<file path="src/rtl/uart_tx_bus_master_if.sv">
// Byte stream plus register-bus signals between the UART print master and its
// neighbours. The master modport is the print engine; the slave modport is the
// side that supplies bytes and answers register reads.
interface uart_tx_bus_master_if #(
    parameter int BusDataWidth  = 32,
    parameter int UartDataWidth = 8
);
    logic                     byte_valid_i;
    logic [UartDataWidth-1:0] byte_data_i;
    logic                     byte_ready_o;
    logic                     bus_wr_en_o;
    logic [BusDataWidth-1:0]  bus_addr_o;
    logic [BusDataWidth-1:0]  bus_wdata_o;
    logic [BusDataWidth-1:0]  bus_rdata_i;

    modport master (
        input  byte_valid_i, byte_data_i, bus_rdata_i,
        output byte_ready_o, bus_wr_en_o, bus_addr_o, bus_wdata_o
    );

    modport slave (
        output byte_valid_i, byte_data_i, bus_rdata_i,
        input  byte_ready_o, bus_wr_en_o, bus_addr_o, bus_wdata_o
    );
endinterface

</file>
<file path="src/rtl/uart_tx_bus_master.sv">
// Host-side register master for the UART controller: programs the baud select
// once after reset, then for every streamed byte polls tx_busy and writes the
// byte into the tx data register.
//
// state    | meaning
// ---------+--------------------------------------------------------------
// ST_INIT  | one-cycle write of BaudSel to the baud register
// ST_IDLE  | ready for a byte; status address parked on the bus
// ST_POLL  | reading status until tx_busy clears or the poll budget runs out
// ST_WRITE | one-cycle write of the latched byte to the tx data register
// ST_GAP   | lets the controller's registered tx_busy rise before next poll
module uart_tx_bus_master #(
    parameter int                      BusDataWidth  = 32,
    parameter int                      UartDataWidth = 8,
    parameter logic [BusDataWidth-1:0] BaseAddr      = '0,
    parameter logic [1:0]              BaudSel       = 2'd0,
    parameter int                      GapCycles     = 4,
    parameter int                      PollTimeout   = 65535,
    parameter int                      CountWidth    = 16
) (
    input  logic                   clk_i,
    input  logic                   rst_i,
    uart_tx_bus_master_if.master   bus,
    output logic                   busy_o,
    output logic                   timeout_o,
    output logic [CountWidth-1:0]  tx_count_o
);

    localparam int PollW = (PollTimeout > 1) ? $clog2(PollTimeout) : 1;
    localparam int GapW  = (GapCycles > 1) ? $clog2(GapCycles) : 1;
    localparam logic [PollW-1:0] PollLoad = PollW'(PollTimeout - 1);
    localparam logic [GapW-1:0]  GapLoad  = GapW'(GapCycles - 1);

    localparam logic [BusDataWidth-1:0] AddrBaud   = BaseAddr;
    localparam logic [BusDataWidth-1:0] AddrStatus = BaseAddr + BusDataWidth'(1);
    localparam logic [BusDataWidth-1:0] AddrTxData = BaseAddr + BusDataWidth'(3);

    typedef enum logic [2:0] {
        ST_INIT,
        ST_IDLE,
        ST_POLL,
        ST_WRITE,
        ST_GAP
    } state_t;

    state_t                   state, state_nx, state_out;
    logic [UartDataWidth-1:0] byte_q;
    logic [PollW-1:0]         poll_cnt;
    logic [GapW-1:0]          gap_cnt;
    logic [CountWidth-1:0]    tx_count_q;
    logic                     timeout_q;
    logic                     tx_busy;
    logic                     accept;
    logic                     poll_expire;

    assign tx_busy     = bus.bus_rdata_i[2];
    assign accept      = (state == ST_IDLE) && bus.byte_valid_i;
    assign poll_expire = (state == ST_POLL) && tx_busy && (poll_cnt == '0);

    // Reset forces the INIT decode on the outputs even before the state register updates.
    assign state_out = rst_i ? ST_INIT : state;

    // State register.
    always_ff @(posedge clk_i) begin
        if (rst_i) state <= ST_INIT;
        else       state <= state_nx;
    end

    // Next-state selection and Moore output decode.
    always_comb begin
        state_nx         = state;
        bus.byte_ready_o = 1'b0;
        bus.bus_wr_en_o  = 1'b0;
        bus.bus_addr_o   = AddrStatus;
        bus.bus_wdata_o  = '0;

        case (state)
            ST_INIT:  state_nx = ST_IDLE;
            ST_IDLE:  if (accept) state_nx = ST_POLL;
            ST_POLL:  begin
                if (!tx_busy)        state_nx = ST_WRITE;
                else if (poll_expire) state_nx = ST_IDLE;
            end
            ST_WRITE: state_nx = ST_GAP;
            ST_GAP:   if (gap_cnt == '0) state_nx = ST_IDLE;
            default:  state_nx = ST_INIT;
        endcase

        case (state_out)
            ST_INIT: begin
                bus.bus_wr_en_o      = 1'b1;
                bus.bus_addr_o       = AddrBaud;
                bus.bus_wdata_o[1:0] = BaudSel;
            end
            ST_IDLE:  bus.byte_ready_o = 1'b1;
            ST_WRITE: begin
                bus.bus_wr_en_o                     = 1'b1;
                bus.bus_addr_o                      = AddrTxData;
                bus.bus_wdata_o[UartDataWidth-1:0]  = byte_q;
            end
            default: ;
        endcase
    end

    // Byte latch, down-counting poll/gap timers, sent counter and timeout pulse.
    always_ff @(posedge clk_i) begin
        if (rst_i) begin
            byte_q     <= '0;
            poll_cnt   <= '0;
            gap_cnt    <= '0;
            tx_count_q <= '0;
            timeout_q  <= 1'b0;
        end else begin
            timeout_q <= poll_expire;
            if (accept) begin
                byte_q   <= bus.byte_data_i;
                poll_cnt <= PollLoad;
            end else if ((state == ST_POLL) && tx_busy && !poll_expire) begin
                poll_cnt <= poll_cnt - 1'b1;
            end
            if (state == ST_WRITE) begin
                tx_count_q <= tx_count_q + 1'b1;
                gap_cnt    <= GapLoad;
            end else if ((state == ST_GAP) && (gap_cnt != '0)) begin
                gap_cnt <= gap_cnt - 1'b1;
            end
        end
    end

    assign busy_o     = (state_out != ST_IDLE);
    assign timeout_o  = timeout_q;
    assign tx_count_o = tx_count_q;

endmodule
</file>
<file path="src/flat_wrapper.sv">
// flat-port wrapper written by rule: the top's interface ports become plain ports
module uart_tx_bus_master_flat 
#(
    parameter int                      BusDataWidth  = 32,
    parameter int                      UartDataWidth = 8,
    parameter logic [BusDataWidth-1:0] BaseAddr      = '0,
    parameter logic [1:0]              BaudSel       = 2'd0,
    parameter int                      GapCycles     = 4,
    parameter int                      PollTimeout   = 65535,
    parameter int                      CountWidth    = 16
)
  (clk_i, rst_i, busy_o, timeout_o, tx_count_o, bus_byte_valid_i, bus_byte_data_i, bus_bus_rdata_i, bus_byte_ready_o, bus_bus_wr_en_o, bus_bus_addr_o, bus_bus_wdata_o);
  uart_tx_bus_master_if #(.BusDataWidth(BusDataWidth), .UartDataWidth(UartDataWidth)) bus_i ();
  input  logic clk_i;
  input  logic rst_i;
  output logic busy_o;
  output logic timeout_o;
  output logic [CountWidth-1:0] tx_count_o;
  input wire logic [$bits(bus_i.byte_valid_i)-1:0] bus_byte_valid_i;
  input wire logic [$bits(bus_i.byte_data_i)-1:0] bus_byte_data_i;
  input wire logic [$bits(bus_i.bus_rdata_i)-1:0] bus_bus_rdata_i;
  output wire logic [$bits(bus_i.byte_ready_o)-1:0] bus_byte_ready_o;
  output wire logic [$bits(bus_i.bus_wr_en_o)-1:0] bus_bus_wr_en_o;
  output wire logic [$bits(bus_i.bus_addr_o)-1:0] bus_bus_addr_o;
  output wire logic [$bits(bus_i.bus_wdata_o)-1:0] bus_bus_wdata_o;
  assign bus_i.byte_valid_i = bus_byte_valid_i;
  assign bus_i.byte_data_i = bus_byte_data_i;
  assign bus_i.bus_rdata_i = bus_bus_rdata_i;
  assign bus_byte_ready_o = bus_i.byte_ready_o;
  assign bus_bus_wr_en_o = bus_i.bus_wr_en_o;
  assign bus_bus_addr_o = bus_i.bus_addr_o;
  assign bus_bus_wdata_o = bus_i.bus_wdata_o;
  uart_tx_bus_master #(.BusDataWidth(BusDataWidth), .UartDataWidth(UartDataWidth), .BaseAddr(BaseAddr), .BaudSel(BaudSel), .GapCycles(GapCycles), .PollTimeout(PollTimeout), .CountWidth(CountWidth)) u_core (.clk_i(clk_i), .rst_i(rst_i), .bus(bus_i), .busy_o(busy_o), .timeout_o(timeout_o), .tx_count_o(tx_count_o));
endmodule
</file>
<file path="config.mk">
export PLATFORM = sky130hd
export DESIGN_NAME = uart_tx_bus_master_flat
export DESIGN_NICKNAME = d
export VERILOG_FILES = /design/src/rtl/uart_tx_bus_master_if.sv /design/src/rtl/uart_tx_bus_master.sv /design/src/flat_wrapper.sv
export SDC_FILE = /design/constraint.sdc
export NUM_CORES = 1
export LEC_CHECK = 0
export CAP_MARGIN = 20
export CORE_MARGIN = 2
export CORE_UTILIZATION = 42
export DETAILED_ROUTE_END_ITERATION = 7
export HOLD_SLACK_MARGIN = 0.03
export PLACE_DENSITY = 0.84
export SLEW_MARGIN = 20
export SYNTH_ARGS = -nofsm -noshare
export SYNTH_HDL_FRONTEND = slang
export SYNTH_SLANG_ARGS = --single-unit
</file>
<file path="constraint.sdc">
create_clock -name clk_i -period 2.2 [get_ports clk_i]
set_input_delay 0.33 -clock clk_i [delete_from_list [all_inputs] [get_ports clk_i]]
set_output_delay 0.33 -clock clk_i [all_outputs]
set_load 0.02 [all_outputs]
</file>
==> results.py, run 1 <==
metrics = {
    "flow_run": {
        "maxCapViolations": 0,
    },
    "timing": {
        "fmax_mhz": 466,
        "max_slew_margin": 0.629,
        "rsz0062_at_grt": "no",
        "drv_slew": 0,
        "worstMarginPinSlew_ns": 0.552,
        "hold_viol_final": 0,
        "setup_viol": 0,
        "timing.final.crit_share": 0.976,
        "finalClockSkew_ns": 0.00576,
        "holdWs_ns": 0.455,
        "period_minus_slack_ns": 2.15,
        "setup_tns_ns": 0,
    },
    "floorplan": {
        "die_area_sq_um": 7150,
        "start_util": 0.432,
        "io_pins": 127,
        "core_sq_um": 6310,
        "num_rows": 29,
        "dieWidth_um": 84.6,
        "chipHeight_um": 84.6,
    },
    "worst_setup_path": {
        "regToRegSetupSlack_ns": 0.25,
        "end_kind": "primary output",
        "worstPathRequired_ns": 1.87,
        "start_kind": "primary input",
        "worst-path-max-fanout": 3,
        "criticalPathCategory": "primary input to primary output",
        "arrival_ns": 1.82,
        "reg2reg_depth": 6,
    },
    "power": {
        "peakVddDrop_mv": 0.326,
        "powerDensity_nw_per_um2": 683,
        "p_leak_nw": 1.27,
        "power.total_w": 0.00216,
    },
    "layout": {
        "fin_util": 0.501,
        "nets": 421,
        "seq_area_sq_um": 921,
        "syn_to_final_growth_pct": 16.0,
        "drive_gt1_frac": 0.0931,
        "fillCellCount": 621,
        "multiInputGateArea_sq_um": 1510,
        "final_common_cell": "conb_1",
        "diodes": 0,
        "final_cell_mix": "54 x conb_1, 46 x dfxtp_1, 30 x clkdlybuf4s50_1",
    },
    "place": {
        "dp_hpwl_um": 4150,
        "gp_congestion": 0.845,
        "numPortBuffers": 41,
    },
    "grt": {
        "antenna_found_initial": 0,
        "grt_usage": 0.158,
        "grt_pass1_vias": 2124,
        "overflow": 0,
        "grt_max_degree": 42,
        "grt_first_pass_wirelength_um": 9400,
    },
    "min_path": {
        "hp-class": "flop to flop",
        "holdPathStages": 2,
    },
    "detailed_routing": {
        "first_iter_violations": 125,
        "wl_per_cell_um": 12.5,
        "vias": 2388,
        "dr.pass1.iters": 4,
        "ant_nets": 0,
        "wirelength_um": 5680,
        "avgViaCountPerCell": 5.27,
        "route.detailed.drc": 0,
    },
    "clocking": {
        "cts_setup_buffers": 0,
        "cts_made_buffers": 5,
        "clk_path_buf_depth": 2,
        "htree_num_levels": 2,
        "clock_latency_ns": 0.29,
        "path_clk_slew_ns": 0.08,
        "cts-root-buf": "clkbuf_8",
        "clkSinkCount": 46,
        "cts_tree": "built",
    },
    "synth": {
        "syn_area_sq_um": 2730,
        "ys_ff_latch": 46,
        "yosys_warnings": 0,
        "synthFlopType": "dfxtp_1",
        "synth_edf_count": 0,
        "ys_seq_area_frac": 0.338,
        "synthesis.instances": 332,
        "synth_area_per_cell_sq_um": 8.21,
        "synthArstFlopShare": 0,
        "ys_types": 57,
    },
    "outcome": {
        "status": "finished, final reports clean",
    },
}
-- cell families (layout without fill, tap and decap cells) --
kind of cell               after synthesis  count (layout)  synth area share
muxes                                    2               2           0.00780
and+or+nand+nor                        126             126             0.274
other                                    1              54           0.00138
adders and majority gates                3               3            0.0138
DFF                                     46              46             0.338
xor gates and xnor gates                10              10            0.0321
buffers and inverters                   81              72             0.187
AOI/OAI and AO/OA                       63              63             0.146
-- synth_stat cells (all sizes together), types with 3 or more instances --
cell type,number,area share
a211o,3,0.010
a21oi,22,0.040
a31oi,11,0.025
and2,9,0.021
and3,3,0.0073
and4,3,0.011
buf,59,0.16
clkbuf,11,0.015
dfxtp,46,0.34
ha,3,0.014
inv,11,0.015
nand2,23,0.032
nand3,11,0.020
nand4,7,0.016
nor2,25,0.034
nor3,9,0.017
nor4,5,0.019
o21ai,6,0.011
o22ai,3,0.0069
o31ai,9,0.025
or3,4,0.0096
or4,11,0.030
xor2,8,0.026
-- through the flow --
| stage | instances | setup WS, ns | cell area (sq um) |
|---|---|---|---|
| 2_1_floorplan | 385 | 0.249 | 2930 |
| 3_3_place_gp | 445 | -0.261 | 3060 |
| 3_5_place_dp | 445 | -0.250 | 3060 |
| 4_1_cts | 453 | 0.0227 | 3150 |
| 5_1_grt | 453 | 0.0205 | 3160 |
| 6_report | 453 | 0.0533 | 3160 |
-- cell type report --
type                       instances  area share
timing repair buffer              53       0.154
tap                               77      0.0305
clock buffer                       5      0.0218
inverter                          11      0.0131
sequential                        46       0.291
multi-input combinational        258       0.476
clock inverter                     3      0.0127
-- where the power goes --
group / switching, W / total [W] / internal [W] / leakage [nW]
Clock: 0.000279 / 0.000614 / 0.000334 / 0.0579
Sequential: 0.0000671 / 0.000960 / 0.000893 / 0.375
Combinational: 0.000367 / 0.000586 / 0.000220 / 0.834
-- worst paths after layout --
| path | from | to |
|---|---|---|
| setup / recovery | rst_i | bus_byte_ready_o |
| hold / removal | u_core.byte_q[0] | u_core.byte_q[0] |
| setup reg to reg | u_core.poll_cnt[0] | u_core.poll_cnt[10] |
| hold reg to reg | u_core.byte_q[0] | u_core.byte_q[0] |
-- routing by layer --
metal  global-route usage  vias to the layer above  wire [um]
li1                     -                     1157          -
met1                0.189                     1152       2370
met2                0.278                       71       2980
met3               0.0374                        8        263
met4               0.0519                        0         71
met5                    0                        -          0
-- state kept, by name, summed over array words and instances, names as in the netlist --
signal,flops
u_core.byte_q,8
u_core.tx_count_o,16
u_core.state,3
u_core.poll_cnt,16
u_core.timeout_o,1
u_core.gap_cnt,2
-- critical path: stages --
cell	delay (ns)
clkdlybuf4s50_1	0.43
or4b_2	0.68
inv_1	0.08
clkdlybuf4s15_1	0.30
-- what timing repair did --
item                       in CTS  in global routing
setup endpoints to repair      11                  4
hold buffers                    0                  0
resized for setup              11                  2
(Power assumes the default switching activity.)
==> run 2: changes to the inputs <==
--- a/config.mk
+++ b/config.mk
@@ -9,6 +9,7 @@
 export CORE_MARGIN = 2
 export CORE_UTILIZATION = 42
 export DETAILED_ROUTE_END_ITERATION = 7
+export GPL_TIMING_DRIVEN = 0
 export HOLD_SLACK_MARGIN = 0.03
 export PLACE_DENSITY = 0.84
 export SLEW_MARGIN = 20
==> run 2 against run 1 <==
Against the previous run: sequential power about the same; register-to-register slack worse by 0.04 ns; sequential share of layout area down 3.4 points; setup slack better by 0.032 ns; die area unchanged; worst hold slack better by 0.0035 ns; design area up 14%; largest cell class unchanged.
==> results.py, run 2 (synthesis gave the netlist of run 1 again) <==
metrics = {
    "clocking": {
        "path_clk_slew_ns": 0.09,
        "cts_tree": "built",
        "cts-root-buf": "clkbuf_8",
        "clkSinkCount": 46,
        "clk_path_buf_depth": 2,
        "hold_buffers": 0,
        "clock_latency_ns": 0.31,
        "cts_made_buffers": 5,
        "htree_num_levels": 2,
    },
    "place": {
        "numPortBuffers": 41,
        "dpl_worst_slack_ns": -0.703,
        "dp_hpwl_um": 4770,
        "gp_congestion": 0.879,
    },
    "timing": {
        "fmax_mhz": 473,
        "drv_slew": 0,
        "worstMarginPinSlew_ns": 0.550,
        "finalClockSkew_ns": 0.0112,
        "hold_viol_final": 0,
        "rsz0062_at_grt": "yes",
        "timing.final.crit_share": 0.961,
        "timing.final.ws_setup_ns": 0.0856,
        "holdWs_ns": 0.458,
        "max_slew_margin": 0.630,
        "setup_viol": 0,
        "period_minus_slack_ns": 2.11,
    },
    "grt": {
        "antenna_found_initial": 0,
        "overflow": 0,
        "grt_pass1_vias": 2275,
        "grt_usage": 0.176,
        "grt_max_degree": 17,
        "grt_first_pass_wirelength_um": 10500,
    },
    "floorplan": {
        "chipHeight_um": 84.6,
        "die_area_sq_um": 7150,
        "start_util": 0.432,
        "dieWidth_um": 84.6,
        "core_sq_um": 6310,
        "io_pins": 127,
        "num_rows": 29,
    },
    "power": {
        "p_seq_frac": 0.441,
        "powerDensity_nw_per_um2": 608,
        "peakVddDrop_mv": 0.358,
        "power.total_w": 0.00218,
        "pwr-share-clk": 0.252,
        "p_leak_nw": 1.57,
        "switchingPower_w": 0.000776,
        "swShare": 0.355,
        "combinationalPowerShare": 0.307,
        "internal_power_w": 0.00141,
    },
    "detailed_routing": {
        "route.detailed.drc": 0,
        "first_iter_violations": 139,
        "ant_nets": 0,
        "met1Wirelength_um": 2610,
        "wl_met2_um": 3270,
        "wl_met3_um": 338,
        "top_layer_used": "met4",
        "vias": 2546,
        "wl_per_cell_um": 12.3,
        "avgViaCountPerCell": 4.92,
        "dr.pass1.iters": 4,
        "wirelength_um": 6360,
    },
    "worst_setup_path": {
        "crit_start": "u_core.state[2]",
        "worst-path-max-fanout": 10,
        "start_kind": "flop",
        "reg2reg_depth": 6,
        "worstSetupEndpoint": "bus_bus_wdata_o[0]",
        "regToRegSetupSlack_ns": 0.21,
        "cp_cell_sequence": "clkbuf_8 -> nand3b_1 -> buf_4 -> nor2_4 -> buf_4 -> and2_1 -> clkdlybuf4s15_2",
        "cpMaxStageDelayCell": "dfxtp_2",
        "worstReg2RegEnd": "u_core.poll_cnt[8]",
        "critPathMostFrequentCell": "buf_4",
        "end_kind": "primary output",
        "crit_path_max_incr_delay_ns": 0.35,
        "criticalPathCategory": "flop to primary output",
        "arrival_ns": 1.78,
        "reg2reg_from": "u_core.poll_cnt[0]",
        "worstPathRequired_ns": 1.87,
    },
    "min_path": {
        "hp-class": "flop to flop",
    },
    "layout": {
        "syn_to_final_growth_pct": 31.8,
        "nets": 486,
        "final_common_cell": "buf_4",
        "final_cell_mix": "61 x buf_4, 54 x conb_1, 44 x dfxtp_1",
        "diodes": 0,
        "drive_gt1_frac": 0.238,
    },
    "outcome": {
        "status": "finished, final reports clean",
    },
    "flow_run": {
        "maxCapViolations": 0,
    },
}
## run 2: changes by cell type in the layout (fill, tap and decap cells not counted), moves of 3 or more
cell,before,now
buf_2,0,8
buf_4,12,61
clkbuf_1,0,6
clkbuf_2,0,4
clkdlybuf4s50_1,30,27
dlygate4sd2_1,10,4
## run 2: how the worst min path moves through the flow
stage / startpoint / endpoint / cells after the start
after detailed placement: u_core.byte_q[7] / u_core.byte_q[7] / 2
after CTS: u_core.byte_q[7] / u_core.byte_q[7] / 2
after global routing: u_core.byte_q[5] / u_core.byte_q[5] / 2
after floorplan: u_core.byte_q[0] / u_core.byte_q[0] / 2
after global placement: u_core.byte_q[1] / u_core.byte_q[1] / 2
final: u_core.byte_q[7] / u_core.byte_q[7] / 2
## run 2: timing repair
item | 4_1_cts | 5_1_grt
buffers inserted | 6 | 0
resized for setup | 44 | 11
pin swaps | 3 | 0
gates cloned | 1 | 0
setup endpoints to repair | 13 | 13
## run 2: power by group through the flow
| stage | Sequential [W] | Clock [W] | Combinational (W) |
|---|---|---|---|
| 6_report | 0.000963 | 0.000550 | 0.000671 |
| 5_1_grt | 0.000972 | 0.000599 | 0.000733 |
| 4_1_cts | 0.000958 | 0.000558 | 0.000659 |
| 3_5_place_dp | 0.000978 | 0 | 0.000645 |
| 3_3_place_gp | 0.000972 | 0 | 0.000624 |
| 2_1_floorplan | 0.000963 | 0 | 0.000513 |
## run 2: cell type report
class                           count  area [sq um]
Fill cell                         588          2720
Multi-Input combinational cell    259          1520
Sequential cell                    46           923
Buffer                             70           499
Timing Repair Buffer               47           420
Tap cell                           77          96.3
Clock buffer                        5          68.8
Inverter                           11          41.3
Clock inverter                      3          25.0
## run 2: per-stage QoR
step                      utilization  instances  TNS [ns]  area, sq um
after floorplan                     -        385         0         2930
after global placement          0.544        503     -5.47         3430
after detailed placement        0.544        503     -6.28         3430
after CTS                       0.572        518  -0.00314         3610
after global routing            0.569        518         0         3590
final                           0.569        518         0         3590
## run 2: metal layers
metal | track usage | vias up
li1 | - | 1294
met1 | 0.211 | 1170
met2 | 0.306 | 66
met3 | 0.0442 | 16
met4 | 0.0577 | 0
met5 | 0 | -
## run 2: worst max-delay path: cells and delay by family (launching register included)
family,cells,cell delay (ns)
DFF,1,0.35
and+or+nand+nor,3,0.41
buffers and inverters,4,0.72
